$ cat config.mk
export PLATFORM = sky130hd
export DESIGN_NAME = multicycle_ctrl_flat
export DESIGN_NICKNAME = d
export VERILOG_FILES = /design/src/rtl/multicycle_ctrl_if.sv /design/src/rtl/multicycle_ctrl.sv /design/src/flat_wrapper.sv
export SDC_FILE = /design/constraint.sdc
export NUM_CORES = 1
export LEC_CHECK = 0
export ABC_CLOCK_PERIOD_IN_PS = 5500
export CORE_MARGIN = 2
export CORE_UTILIZATION = 35
export CTS_CLUSTER_DIAMETER = 150
export DETAILED_ROUTE_END_ITERATION = 8
export PLACE_DENSITY_LB_ADDON = 0.25
export SLEW_MARGIN = 20
export SYNTH_ARGS = -nofsm -noshare
export SYNTH_HDL_FRONTEND = slang
export SYNTH_SLANG_ARGS = --single-unit
export TNS_END_PERCENT = 20
$ cat constraint.sdc
create_clock -name clk_i -period 5.5 [get_ports clk_i]
set_clock_uncertainty 0.1 [all_clocks]
set_input_delay 1.1 -clock clk_i [delete_from_list [all_inputs] [get_ports clk_i]]
set_output_delay 1.1 -clock clk_i [all_outputs]
set_load 0.05 [all_outputs]
$ cat src/rtl/multicycle_ctrl_if.sv
// ---------------------------------------------------------------------------
// multicycle_ctrl_if
// Data-memory handshake between the multi-cycle sequencer and the data memory.
//
// Signals:
//   MemRead_o    sequencer -> memory   read request, held until mem_ready_i
//   MemWrite_o   sequencer -> memory   write request, held until mem_ready_i
//   mem_ready_i  memory -> sequencer   current access has completed
//
// Modports:
//   master  the sequencer (drives requests, samples ready)
//   slave   the data memory (samples requests, drives ready)
// ---------------------------------------------------------------------------
interface multicycle_ctrl_if;
  logic MemRead_o;
  logic MemWrite_o;
  logic mem_ready_i;

  modport master (
    output MemRead_o,
    output MemWrite_o,
    input  mem_ready_i
  );

  modport slave (
    input  MemRead_o,
    input  MemWrite_o,
    output mem_ready_i
  );
endinterface

$ cat src/rtl/multicycle_ctrl.sv
// ---------------------------------------------------------------------------
// multicycle_ctrl
// Multi-cycle sequencing FSM for the single-issue RV32 datapath. Steps each
// instruction through FETCH / DECODE / EXEC / MEM / WB, driving one group of
// datapath enables per step, waits on a variable-latency data memory with a
// watchdog, and counts retired instructions.
//
// Parameters:
//   WAIT_MAX  cycles allowed in MEM without mem_ready_i before ERROR (1..255)
//   CNT_W     width of the retired-instruction counter
//
// Ports:
//   clk_i        clock, rising edge
//   rst_n_i      asynchronous active-low reset
//   start_i      run enable (level); sampled in IDLE and at retire
//   op_i         instr[6:0], valid from the cycle after IRWrite_o
//   mem          data-memory handshake (MemRead_o, MemWrite_o, mem_ready_i)
//   PCWrite_o    PC update enable, one pulse per retired instruction
//   IRWrite_o    instruction register load enable (FETCH)
//   RegWrite_o   register file write enable (WB)
//   MemtoReg_o   WB mux select, 1 = memory, 0 = ALU
//   ALUSrc_o     ALU operand-2 select, 1 = immediate, 0 = RS2
//   ALUOp_o      10 = R-type, 00 = add/other, 01 = branch compare
//   Branch_o     branch-resolve cycle
//   busy_o       high in every state except IDLE and ERROR
//   err_o        sticky error flag, cleared only by reset
//   state_o      encoded current state (debug)
//   instr_cnt_o  retired-instruction count, wraps modulo 2^CNT_W
// ---------------------------------------------------------------------------
module multicycle_ctrl #(
  parameter int unsigned WAIT_MAX = 8,
  parameter int unsigned CNT_W    = 32
) (
  input  logic                 clk_i,
  input  logic                 rst_n_i,
  input  logic                 start_i,
  input  logic [6:0]           op_i,
  multicycle_ctrl_if.master    mem,
  output logic                 PCWrite_o,
  output logic                 IRWrite_o,
  output logic                 RegWrite_o,
  output logic                 MemtoReg_o,
  output logic                 ALUSrc_o,
  output logic [1:0]           ALUOp_o,
  output logic                 Branch_o,
  output logic                 busy_o,
  output logic                 err_o,
  output logic [2:0]           state_o,
  output logic [CNT_W-1:0]     instr_cnt_o
);

  typedef enum logic [2:0] {
    S_IDLE   = 3'd0,
    S_FETCH  = 3'd1,
    S_DECODE = 3'd2,
    S_EXEC   = 3'd3,
    S_MEM    = 3'd4,
    S_WB     = 3'd5,
    S_ERROR  = 3'd7
  } state_e;

  localparam logic [6:0] OP_R      = 7'b0110011;
  localparam logic [6:0] OP_I      = 7'b0010011;
  localparam logic [6:0] OP_LOAD   = 7'b0000011;
  localparam logic [6:0] OP_STORE  = 7'b0100011;
  localparam logic [6:0] OP_BRANCH = 7'b1100011;

  // Last wait-count value before the watchdog fires: the counter holds the
  // number of ready-less cycles already spent, so the WAIT_MAX-th such cycle
  // sees WAIT_MAX-1 here.
  localparam logic [7:0] WAIT_LAST = 8'(WAIT_MAX - 1);

  function automatic logic is_legal(input logic [6:0] op);
    case (op)
      OP_R, OP_I, OP_LOAD, OP_STORE, OP_BRANCH: is_legal = 1'b1;
      default:                                  is_legal = 1'b0;
    endcase
  endfunction

  state_e           state_q, state_d;
  logic [6:0]       op_q, op_d;
  logic [7:0]       wait_q, wait_d;
  logic [CNT_W-1:0] cnt_q, cnt_d;
  logic             err_q, err_d;
  logic             retire;

  logic             pc_write_q, pc_write_d;
  logic             ir_write_q, ir_write_d;
  logic             reg_write_q, reg_write_d;
  logic             mem_read_q, mem_read_d;
  logic             mem_write_q, mem_write_d;
  logic             mem_to_reg_q, mem_to_reg_d;
  logic             alu_src_q, alu_src_d;
  logic [1:0]       alu_op_q, alu_op_d;
  logic             branch_q, branch_d;
  logic             busy_q, busy_d;
  logic             store_done;

  // Sequencing: next state, opcode latch, MEM watchdog counter and the
  // retire bookkeeping. Retire is a single point so the counter update and
  // the start_i sample happen identically for every instruction class.
  always_comb begin
    state_d = state_q;
    op_d    = op_q;
    wait_d  = wait_q;
    cnt_d   = cnt_q;
    retire  = 1'b0;

    case (state_q)
      S_IDLE: begin
        if (start_i) state_d = S_FETCH;
      end
      S_FETCH: begin
        state_d = S_DECODE;
      end
      S_DECODE: begin
        op_d    = op_i;
        state_d = is_legal(op_i) ? S_EXEC : S_ERROR;
      end
      S_EXEC: begin
        case (op_q)
          OP_R, OP_I:        state_d = S_WB;
          OP_LOAD, OP_STORE: begin
            state_d = S_MEM;
            wait_d  = 8'd0;
          end
          OP_BRANCH:         retire  = 1'b1;
          default:           state_d = S_ERROR;
        endcase
      end
      S_MEM: begin
        // Ready is checked before the watchdog so a completion on the last
        // allowed cycle still counts.
        if (mem.mem_ready_i) begin
          if (op_q == OP_LOAD) state_d = S_WB;
          else                 retire  = 1'b1;
        end else begin
          wait_d = wait_q + 8'd1;
          if (wait_q == WAIT_LAST) state_d = S_ERROR;
        end
      end
      S_WB: begin
        retire = 1'b1;
      end
      S_ERROR: begin
        state_d = S_ERROR;
      end
      default: begin
        state_d = S_ERROR;
      end
    endcase

    if (retire) begin
      cnt_d   = cnt_q + CNT_W'(1);
      state_d = start_i ? S_FETCH : S_IDLE;
    end

    err_d = err_q | (state_d == S_ERROR);
  end

  // Output decode from the upcoming state and opcode, so that the registered
  // enables line up with state_q in the following cycle.
  always_comb begin
    pc_write_d   = 1'b0;
    ir_write_d   = 1'b0;
    reg_write_d  = 1'b0;
    mem_read_d   = 1'b0;
    mem_write_d  = 1'b0;
    mem_to_reg_d = 1'b0;
    alu_src_d    = 1'b0;
    alu_op_d     = 2'b00;
    branch_d     = 1'b0;
    busy_d       = (state_d != S_IDLE) && (state_d != S_ERROR);

    case (state_d)
      S_FETCH: begin
        ir_write_d = 1'b1;
      end
      S_EXEC: begin
        case (op_d)
          OP_R: begin
            alu_op_d  = 2'b10;
          end
          OP_I, OP_LOAD, OP_STORE: begin
            alu_op_d  = 2'b00;
            alu_src_d = 1'b1;
          end
          OP_BRANCH: begin
            alu_op_d   = 2'b01;
            branch_d   = 1'b1;
            pc_write_d = 1'b1;
          end
          default: begin
            alu_op_d = 2'b00;
          end
        endcase
      end
      S_MEM: begin
        mem_read_d  = (op_d == OP_LOAD);
        mem_write_d = (op_d == OP_STORE);
      end
      S_WB: begin
        reg_write_d  = 1'b1;
        pc_write_d   = 1'b1;
        mem_to_reg_d = (op_d == OP_LOAD);
      end
      default: begin
        busy_d = busy_d;
      end
    endcase
  end

  // State, latched opcode, counters and registered enables.
  always_ff @(posedge clk_i or negedge rst_n_i) begin
    if (!rst_n_i) begin
      state_q      <= S_IDLE;
      op_q         <= 7'd0;
      wait_q       <= 8'd0;
      cnt_q        <= '0;
      err_q        <= 1'b0;
      pc_write_q   <= 1'b0;
      ir_write_q   <= 1'b0;
      reg_write_q  <= 1'b0;
      mem_read_q   <= 1'b0;
      mem_write_q  <= 1'b0;
      mem_to_reg_q <= 1'b0;
      alu_src_q    <= 1'b0;
      alu_op_q     <= 2'b00;
      branch_q     <= 1'b0;
      busy_q       <= 1'b0;
    end else begin
      state_q      <= state_d;
      op_q         <= op_d;
      wait_q       <= wait_d;
      cnt_q        <= cnt_d;
      err_q        <= err_d;
      pc_write_q   <= pc_write_d;
      ir_write_q   <= ir_write_d;
      reg_write_q  <= reg_write_d;
      mem_read_q   <= mem_read_d;
      mem_write_q  <= mem_write_d;
      mem_to_reg_q <= mem_to_reg_d;
      alu_src_q    <= alu_src_d;
      alu_op_q     <= alu_op_d;
      branch_q     <= branch_d;
      busy_q       <= busy_d;
    end
  end

  // A store retires in the very MEM cycle its ready arrives, and that is the
  // only place the PC pulse cannot be known a cycle ahead. It is gated by the
  // registered state and opcode, so reset or any other state forces it low.
  assign store_done = (state_q == S_MEM) && (op_q == OP_STORE) && mem.mem_ready_i;

  assign PCWrite_o      = pc_write_q | store_done;
  assign IRWrite_o      = ir_write_q;
  assign RegWrite_o     = reg_write_q;
  assign MemtoReg_o     = mem_to_reg_q;
  assign ALUSrc_o       = alu_src_q;
  assign ALUOp_o        = alu_op_q;
  assign Branch_o       = branch_q;
  assign busy_o         = busy_q;
  assign err_o          = err_q;
  assign state_o        = state_q;
  assign instr_cnt_o    = cnt_q;
  assign mem.MemRead_o  = mem_read_q;
  assign mem.MemWrite_o = mem_write_q;

endmodule
$ cat src/flat_wrapper.sv
// flat-port wrapper written by rule: the top's interface ports become plain ports
module multicycle_ctrl_flat 
#(
  parameter int unsigned WAIT_MAX = 8,
  parameter int unsigned CNT_W    = 32
)
  (clk_i, rst_n_i, start_i, op_i, PCWrite_o, IRWrite_o, RegWrite_o, MemtoReg_o, ALUSrc_o, ALUOp_o, Branch_o, busy_o, err_o, state_o, instr_cnt_o, mem_MemRead_o, mem_MemWrite_o, mem_mem_ready_i);
  multicycle_ctrl_if mem_i ();
  input  logic clk_i;
  input  logic rst_n_i;
  input  logic start_i;
  input  logic [6:0] op_i;
  output logic PCWrite_o;
  output logic IRWrite_o;
  output logic RegWrite_o;
  output logic MemtoReg_o;
  output logic ALUSrc_o;
  output logic [1:0] ALUOp_o;
  output logic Branch_o;
  output logic busy_o;
  output logic err_o;
  output logic [2:0] state_o;
  output logic [CNT_W-1:0] instr_cnt_o;
  output wire logic [$bits(mem_i.MemRead_o)-1:0] mem_MemRead_o;
  output wire logic [$bits(mem_i.MemWrite_o)-1:0] mem_MemWrite_o;
  input wire logic [$bits(mem_i.mem_ready_i)-1:0] mem_mem_ready_i;
  assign mem_MemRead_o = mem_i.MemRead_o;
  assign mem_MemWrite_o = mem_i.MemWrite_o;
  assign mem_i.mem_ready_i = mem_mem_ready_i;
  multicycle_ctrl #(.WAIT_MAX(WAIT_MAX), .CNT_W(CNT_W)) u_core (.clk_i(clk_i), .rst_n_i(rst_n_i), .start_i(start_i), .op_i(op_i), .mem(mem_i), .PCWrite_o(PCWrite_o), .IRWrite_o(IRWrite_o), .RegWrite_o(RegWrite_o), .MemtoReg_o(MemtoReg_o), .ALUSrc_o(ALUSrc_o), .ALUOp_o(ALUOp_o), .Branch_o(Branch_o), .busy_o(busy_o), .err_o(err_o), .state_o(state_o), .instr_cnt_o(instr_cnt_o));
endmodule
# After elaboration in Yosys (flattened, before gate mapping)

Index checks and enable logic that the tools add are counted.

Eq/ne operators: 29
Muxes and demuxes: 31
Reduce and logical (&&, ||, !) cells: 11
Add/subtract/negate cells: 2
Bitwise operators: 2

Operators with widths:

| operator                | count |
|---|---|
| $eq A7 B6 Y1 const B    | 6 |
| $add A32 B1 Y32 const B | 1 |
| $eq A7 B2 Y1 const B    | 3 |
| $eq A7 B5 Y1 const B    | 3 |
| $eq A7 B7 Y1 const B    | 3 |
| $mux W3                 | 6 |
| $pmux W3 S6             | 1 |
| $mux W8                 | 2 |
| $pmux W8 S2             | 1 |
| $eq A3 B3 Y1 const B    | 5 |
| $mux W1                 | 15 |
| $eq A3 B2 Y1 const B    | 3 |
| $pmux W3 S3             | 1 |
| $add A8 B1 Y8 const B   | 1 |
| $eq A8 B3 Y1 const B    | 1 |
| $mux W7                 | 1 |
| $eq A3 B1 Y1 const B    | 2 |
| $reduce_or A5 Y1        | 1 |
| $ne A2 B2 Y1 const B    | 2 |
| $pmux W2 S2             | 1 |
| $reduce_or A2 Y1        | 2 |
| $logic_and A1 B1 Y1     | 3 |
| $logic_not A3 Y1        | 1 |
| $ne A3 B3 Y1 const B    | 1 |
| other kinds (8)         | 9 |

Flip-flop bits (word level): 62

# Longest topological paths before layout

Gate-level depths: netlist of the first run.

Word-level depth: 9
Gate-level depth with buffers: 7
Mapped depth without buffers: 5

# Worst setup path before layout of the first run

No wires, ideal clock.

Path type: reg-to-output
From: reg u_core.state_q[2], in the netlist u_core.state_o[2]
To: out PCWrite_o
Path buffers: 1
Cell stages (with the launch flop): 4
Slack: 2.749 ns
Arrival time: 1.551 ns
Path through: dfrtp_1 > buf_4 > nor2b_1 > a41o_1

Longest elaborated chain between the ends: 4

Ends and longest elaborated chain:

| element                           | line                   | RTL |
|---|---|---|
| start: declaration                | multicycle_ctrl.sv:80  | `state_e state_q, state_d;` |
| start signal: assignment          | multicycle_ctrl.sv:232 | `state_q <= state_d;` |
| $eq A3 B3 Y1                      | multicycle_ctrl.sv:253 | `assign store_done = (state_q == S_MEM) && (op_q == OP_STORE) && mem.mem_ready_i;` |
| $logic_and A1 B1 Y1 (2 in series) | multicycle_ctrl.sv:253 |  |
| $or A1 B1 Y1                      | multicycle_ctrl.sv:255 | `assign PCWrite_o = pc_write_q \| store_done;` |
| end: declaration                  | flat_wrapper.sv:13     | `output logic PCWrite_o;` |

No other way between the ends.

# Worst setup path in the final report of the first run

From: in mem_mem_ready_i
To: out PCWrite_o

Longest elaborated chain between the ends: 2

Ends and longest elaborated chain:

| element             | line                   | RTL |
|---|---|---|
| start: declaration  | flat_wrapper.sv:26     | `input wire logic [$bits(mem_i.mem_ready_i)-1:0] mem_mem_ready_i;` |
| $logic_and A1 B1 Y1 | multicycle_ctrl.sv:253 |  |
| $or A1 B1 Y1        | multicycle_ctrl.sv:255 |  |

No other way between the ends.

==> reports/qor.txt, run 1 <==
Worst-Margin Slew = 0.776 ns
Initial antenna violation count = 0
Slew HR = 48.3%
RSZ-0062 raised after global routing = false
Critical Path AT = 2.63 ns
Critical Path RT = 4.30 ns
CP Class = in2out
R2R cell count = 5
Post-Syn Area per Cell = 10.7 µm²
Synth area leader = dfrtp_1
Mapped Nets = 296
Routability Congestion = 0.813
Drt wl/cell = 14.3 µm
Number of synthesized flops with an enable pin = 0
Core Box Area = 8300 µm²
Top cells by instance count after synthesis = 61 x dfrtp_1, 24 x nand2_1, 23 x xor2_1, 21 x nor2_1, 18 x nand3_1
DPL Wire Length = 4620 µm
Async SR Flop Fraction = 100%
CTS resizes = 0
Clk buf depth = 2
Setup Buffers After CTS = 0
Top-level port count = 58
Cell count after placement = 439
Flop2flop setup slack = 3.18 ns
Max Cap Viol = 0
First-pass GRT wire length = 11300 µm
Worst path cell trace = clkdlybuf4s50_1 -> a41o_1 -> clkdlybuf4s50_1
# diodes = 0
Filler Cell Count = 787
Endpoint class of the critical path = primary output
Vias = 2319
CP Launch Point = mem_mem_ready_i
Clock root buffer = clkbuf_8
PD cells = 417 nW/µm²
Max Slew Vio Count = 0
Leak = 0.00166 µW
Post-Syn Area = 3040 µm²
Unique cell type count in the Yosys netlist = 53
Syn-to-layout area delta = 27.1%
CTS Sinks = 61
Cts bufs inserted = 9
F_max = 0.261 GHz
Total gr overflow = 0
CP startpoint kind = input pin
Synth top area share = 50.2%
Crit Reg-Reg Endpoint = u_core.instr_cnt_o[19]
Total power = 1610 µW
Initial core utilization = 36.6%
Fin cells = 454
Cell family with most CP delay = buffers and inverters
Final hold vios = 0
Port Buffers = 57
Final worst-path cycle share = 69.6%
Nets = 358
Die area = 9440 µm²
Final TNS setup = 0 ns
Worst stage delay on the critical path = 0.80 ns
Via/cell ratio = 5.11
Row count = 33
Origin of the critical flop-to-flop path = u_core.state_o[2]
First DRT Iteration DRCs = 93
Remaining antenna violation count after routing = 0
Die Ht = 97.2 µm
Max FO, Critical Path = 5
Register clock-pin slew on the reported worst setup and hold paths = 0.07 ns
Die width = 97.2 µm
Cells taking the most area after synthesis = dfrtp_1 50%, xor2_1 6.6%, xnor2_1 4.0%
DR pass1 iterations = 4
Routed wire length = 6510 µm
Critical path depth = 3
Slowest cell on crit path = clkdlybuf4s50_1
Skew-Pair Late Insertion Delay = 0.33 ns
CTS tree = built
Seq/Total Area, Yosys = 50.2%
Count of final setup violators = 0
Top_reg_cell synth = dfrtp_1
Crit path buffers/inverters = 2
Mapped Cells = 283
Count leader, synth = dfrtp_1
Largest net degree at the start of global routing = 62
Tmin final = 3.83 ns
HP Class = reg2reg
H-tree lvl count = 3
Synthesis Warnings = 0
# hold bufs at CTS = 0
Status = complete, no violations
Vias in the first global route = 2312
Critical path endpoint = PCWrite_o
Share of layout cells above drive strength 1 = 10.0%
Worst path most repeated cell = clkdlybuf4s50_1
GRT Overall Usage = 14.6%
DRC viols = 0
Max VDD drop = 0.263 mV
Yosys reg bits = 61
## metal layers
metal	up-vias	share of wire (%)	track usage, %
met1	1116	46	18.7
met4	0	1.3	5.20
met2	68	48	23.9
met3	9	4.7	3.88
met5	-	0	0
li1	1126	-	-
## through the flow
stage	util (%)	cell area (µm²)	setup WS (ns)	hold WS, ns
floorplan	-	3040	2.75	0.380
global placement	44.4	3680	1.70	0.356
finish	46.5	3860	1.67	0.373
global route	46.5	3860	1.61	0.394
detailed placement	44.4	3680	1.68	0.361
CTS	46.5	3860	1.67	0.374
## final cells by class
type                            instances  area [µm²]  share of cell area (%)
Timing Repair Buffer                   58         573                    14.8
Inverter                               12        45.0                    1.17
Sequential cell                        61        1530                    39.5
Multi-Input combinational cell        203        1410                    36.4
Tap cell                              105         131                    3.40
Clock buffer                           10         128                    3.30
Clock inverter                          5        52.6                    1.36
## cells in the final DEF, fill, tap and decap left out, types with 5 or more instances in the layout
master	count
dfrtp_1	61
clkdlybuf4s50_1	56
nand2_1	24
xor2_1	23
nor2_1	21
nand3_1	18
xnor2_1	14
inv_1	12
nor3_1	12
nor4_1	10
clkbuf_8	9
nand4_1	7
nor2b_1	6
and3_1	5
## worst min-delay path by stage
stage,cells past startpoint,slack [ns],endpoint,start
finish,1,0.37,u_core.err_o,u_core.err_o
global route,1,0.39,u_core.err_o,u_core.err_o
CTS,1,0.37,u_core.instr_cnt_o[31],u_core.instr_cnt_o[31]
detailed placement,1,0.36,u_core.err_o,u_core.err_o
global placement,1,0.36,u_core.instr_cnt_o[31],u_core.instr_cnt_o[31]
floorplan,1,0.38,u_core.MemtoReg_o,u_core.op_q[5]
## where the power goes
group	leakage, µW	switching [µW]	internal, µW
Sequential	0.000775	122	531
Combinational	0.000791	354	227
Clock	0.0000919	172	204
Total	0.00166	648	962
## flip-flops by register name, summed over array words and instances, names as in the netlist
register               flops
u_core.err_o               1
u_core.IRWrite_o           1
u_core.state_o             3
u_core.instr_cnt_o        32
u_core.op_q                7
u_core.ALUSrc_o            1
u_core.pc_write_q          1
u_core.busy_o              1
u_core.wait_q              8
u_core.ALUOp_o             2
u_core.RegWrite_o          1
u_core.MemtoReg_o          1
u_core.mem.MemRead_o       1
u_core.mem.MemWrite_o      1
## logic make-up after synthesis
logic type	share of synthesized area, %
adder cells (fa/ha/maj)	0.823
flip-flops	50.2
buffers and inverters	3.50
AO/OA/AOI/OAI	6.42
multiplexers	1.81
AND/OR/NAND/NOR	26.6
XOR/XNOR	10.7
Note: power is estimated with default switching activity, not from simulation.
==> run 2: changes to the inputs <==
--- a/config.mk
+++ b/config.mk
@@ -5,7 +5,7 @@
 export SDC_FILE = /design/constraint.sdc
 export NUM_CORES = 1
 export LEC_CHECK = 0
-export ABC_CLOCK_PERIOD_IN_PS = 5500
+export ABC_CLOCK_PERIOD_IN_PS = 3900
 export CORE_MARGIN = 2
 export CORE_UTILIZATION = 35
 export CTS_CLUSTER_DIAMETER = 150
==> constraint.sdc (replaced) <==
create_clock -name clk_i -period 3.9 [get_ports clk_i]
set_clock_uncertainty 0.1 [all_clocks]
set_input_delay 0.78 -clock clk_i [delete_from_list [all_inputs] [get_ports clk_i]]
set_output_delay 0.78 -clock clk_i [all_outputs]
set_load 0.05 [all_outputs]
==> run 2 against run 1 <==
Against the previous run:
- sequential share of layout area fell by 0.78 points
- largest power group unchanged
- register-to-register slack got worse by 1.6 ns
- critical path depth is the same
- total power up 53%
- clock-buffer cell count up 1
- sequential power grew 41%
- clock power grew 91%
- global-route usage is 0.061 points higher
- die area is the same
- worst hold slack worse by 0.080 ns
- cell count grew 0.22%
==> reports/qor.txt, run 2 (synthesis results as in run 1) <==
Skew-Pair Late Insertion Delay = 0.34 ns
Register clock-pin slew on the reported worst setup and hold paths = 0.07 ns
Critical Path RT = 3.02 ns
Max Slew Vio Count = 0
Slew HR = 54.7%
Core Box Area = 8300 µm²
Design Area, Final = 3940 µm²
Clk buf depth = 2
# diodes = 0
F_max = 0.316 GHz
Max VDD drop = 0.351 mV
Dpl cell area = 3680 µm²
Die area = 9440 µm²
H-tree lvl count = 3
Vias = 2312
Share of layout cells above drive strength 1 = 10.6%
Initial core utilization = 36.6%
Routed wire length = 6630 µm
Total power = 2460 µW
RSZ-0062 raised after global routing = false
DRC viols = 0
Total gr overflow = 0
Top-level port count = 58
Final worst-path cycle share = 81.2%
# hold bufs at CTS = 0
Worst-Margin Slew = 0.679 ns
First DRT Iteration DRCs = 102
Vias in the first global route = 2278
Drt wl/cell = 14.6 µm
Leak = 0.00169 µW
GRT Overall Usage = 14.7%
Remaining antenna violation count after routing = 0
CP Class = in2out
Syn-to-layout area delta = 29.6%
PD cells = 624 nW/µm²
Clock root buffer = clkbuf_8
Util after Layout = 47.5%
Initial antenna violation count = 0
Commonest non-fill, non-tap cell in the layout = dfrtp_1
Max reg flops = 32
Cts bufs inserted = 9
CTS tree = built
DR top layer = met4
Endpoint class of the critical path = primary output
Count of final setup violators = 0
Port Buffers = 57
HP Class = in2async
CP startpoint kind = input pin
Final TNS setup = 0 ns
Met3 wire length = 284 µm
Largest net degree at the start of global routing = 41
Setup Buffers After CTS = 0
Die Ht = 97.2 µm
Most frequent cells in the layout = 61 x dfrtp_1, 56 x clkdlybuf4s50_1, 24 x nand2_1, 23 x xor2_1, 21 x nor2_1
Nets = 358
DR pass1 iterations = 5
Flop2flop setup slack = 1.56 ns
DPL Wire Length = 4740 µm
Row count = 33
Max FO, Critical Path = 5
Met1 WL = 3070 µm
Tmin final = 3.17 ns
R2R cell count = 5
Via/cell ratio = 5.08
Crit Reg-Reg Endpoint = u_core.instr_cnt_o[19]
Origin of the critical flop-to-flop path = u_core.state_o[2]
Die width = 97.2 µm
Max Cap Viol = 0
Status = complete, no violations
Critical Path AT = 2.29 ns
First-pass GRT wire length = 11200 µm
CTS Sinks = 61
Routability Congestion = 0.802
Met2 WL post-DR = 3190 µm
CTS resizes = 0
Final hold vios = 0
## run 2: cell count changes in the layout (fill, tap and decap cells not counted)
cell       before  now
bufinv_16       1    3
clkinv_2        3    0
clkinv_4        0    1
clkbuf_1        1    0
clkbuf_8        9   11
## run 2: stage by stage
step                      setup slack, ns  hold WS, ns  cells
after floorplan                      1.47        0.380    283
after global placement              0.738        0.355    439
after detailed placement            0.733        0.360    439
after CTS                           0.725        0.298    455
after global routing                0.634        0.324    455
final                               0.733        0.293    455
## run 2: layer usage
layer | GRT usage (%) | vias to the layer above
met4 | 4.98 | 0
li1 | - | 1126
met5 | 0 | -
met2 | 23.6 | 51
met3 | 4.68 | 10
met1 | 18.8 | 1125
## run 2: final cells by class
| class | instances | area [µm²] |
|---|---|---|
| clock inverter | 5 | 106 |
| timing repair buffer | 58 | 573 |
| multi-input combinational | 203 | 1410 |
| fill | 801 | 4360 |
| clock buffer | 11 | 151 |
| sequential | 61 | 1530 |
| inverter | 12 | 45.0 |
| tap | 105 | 131 |
## run 2: worst max-delay path by stage
stage	from	to	cells past startpoint
floorplan	u_core.state_o[2]	PCWrite_o	3
global placement	mem_mem_ready_i	PCWrite_o	3
detailed placement	mem_mem_ready_i	PCWrite_o	3
CTS	mem_mem_ready_i	PCWrite_o	3
global route	u_core.state_o[2]	PCWrite_o	3
finish	mem_mem_ready_i	PCWrite_o	3
## run 2: power breakdown
group          switching, µW  internal, µW
sequential               174           748
clock                    259           461
combinational            496           319
## run 2: critical path, cell delays in order
cell and delay, ns:
clkdlybuf4s50_1 0.53, a41o_1 0.17, clkdlybuf4s50_1 0.80
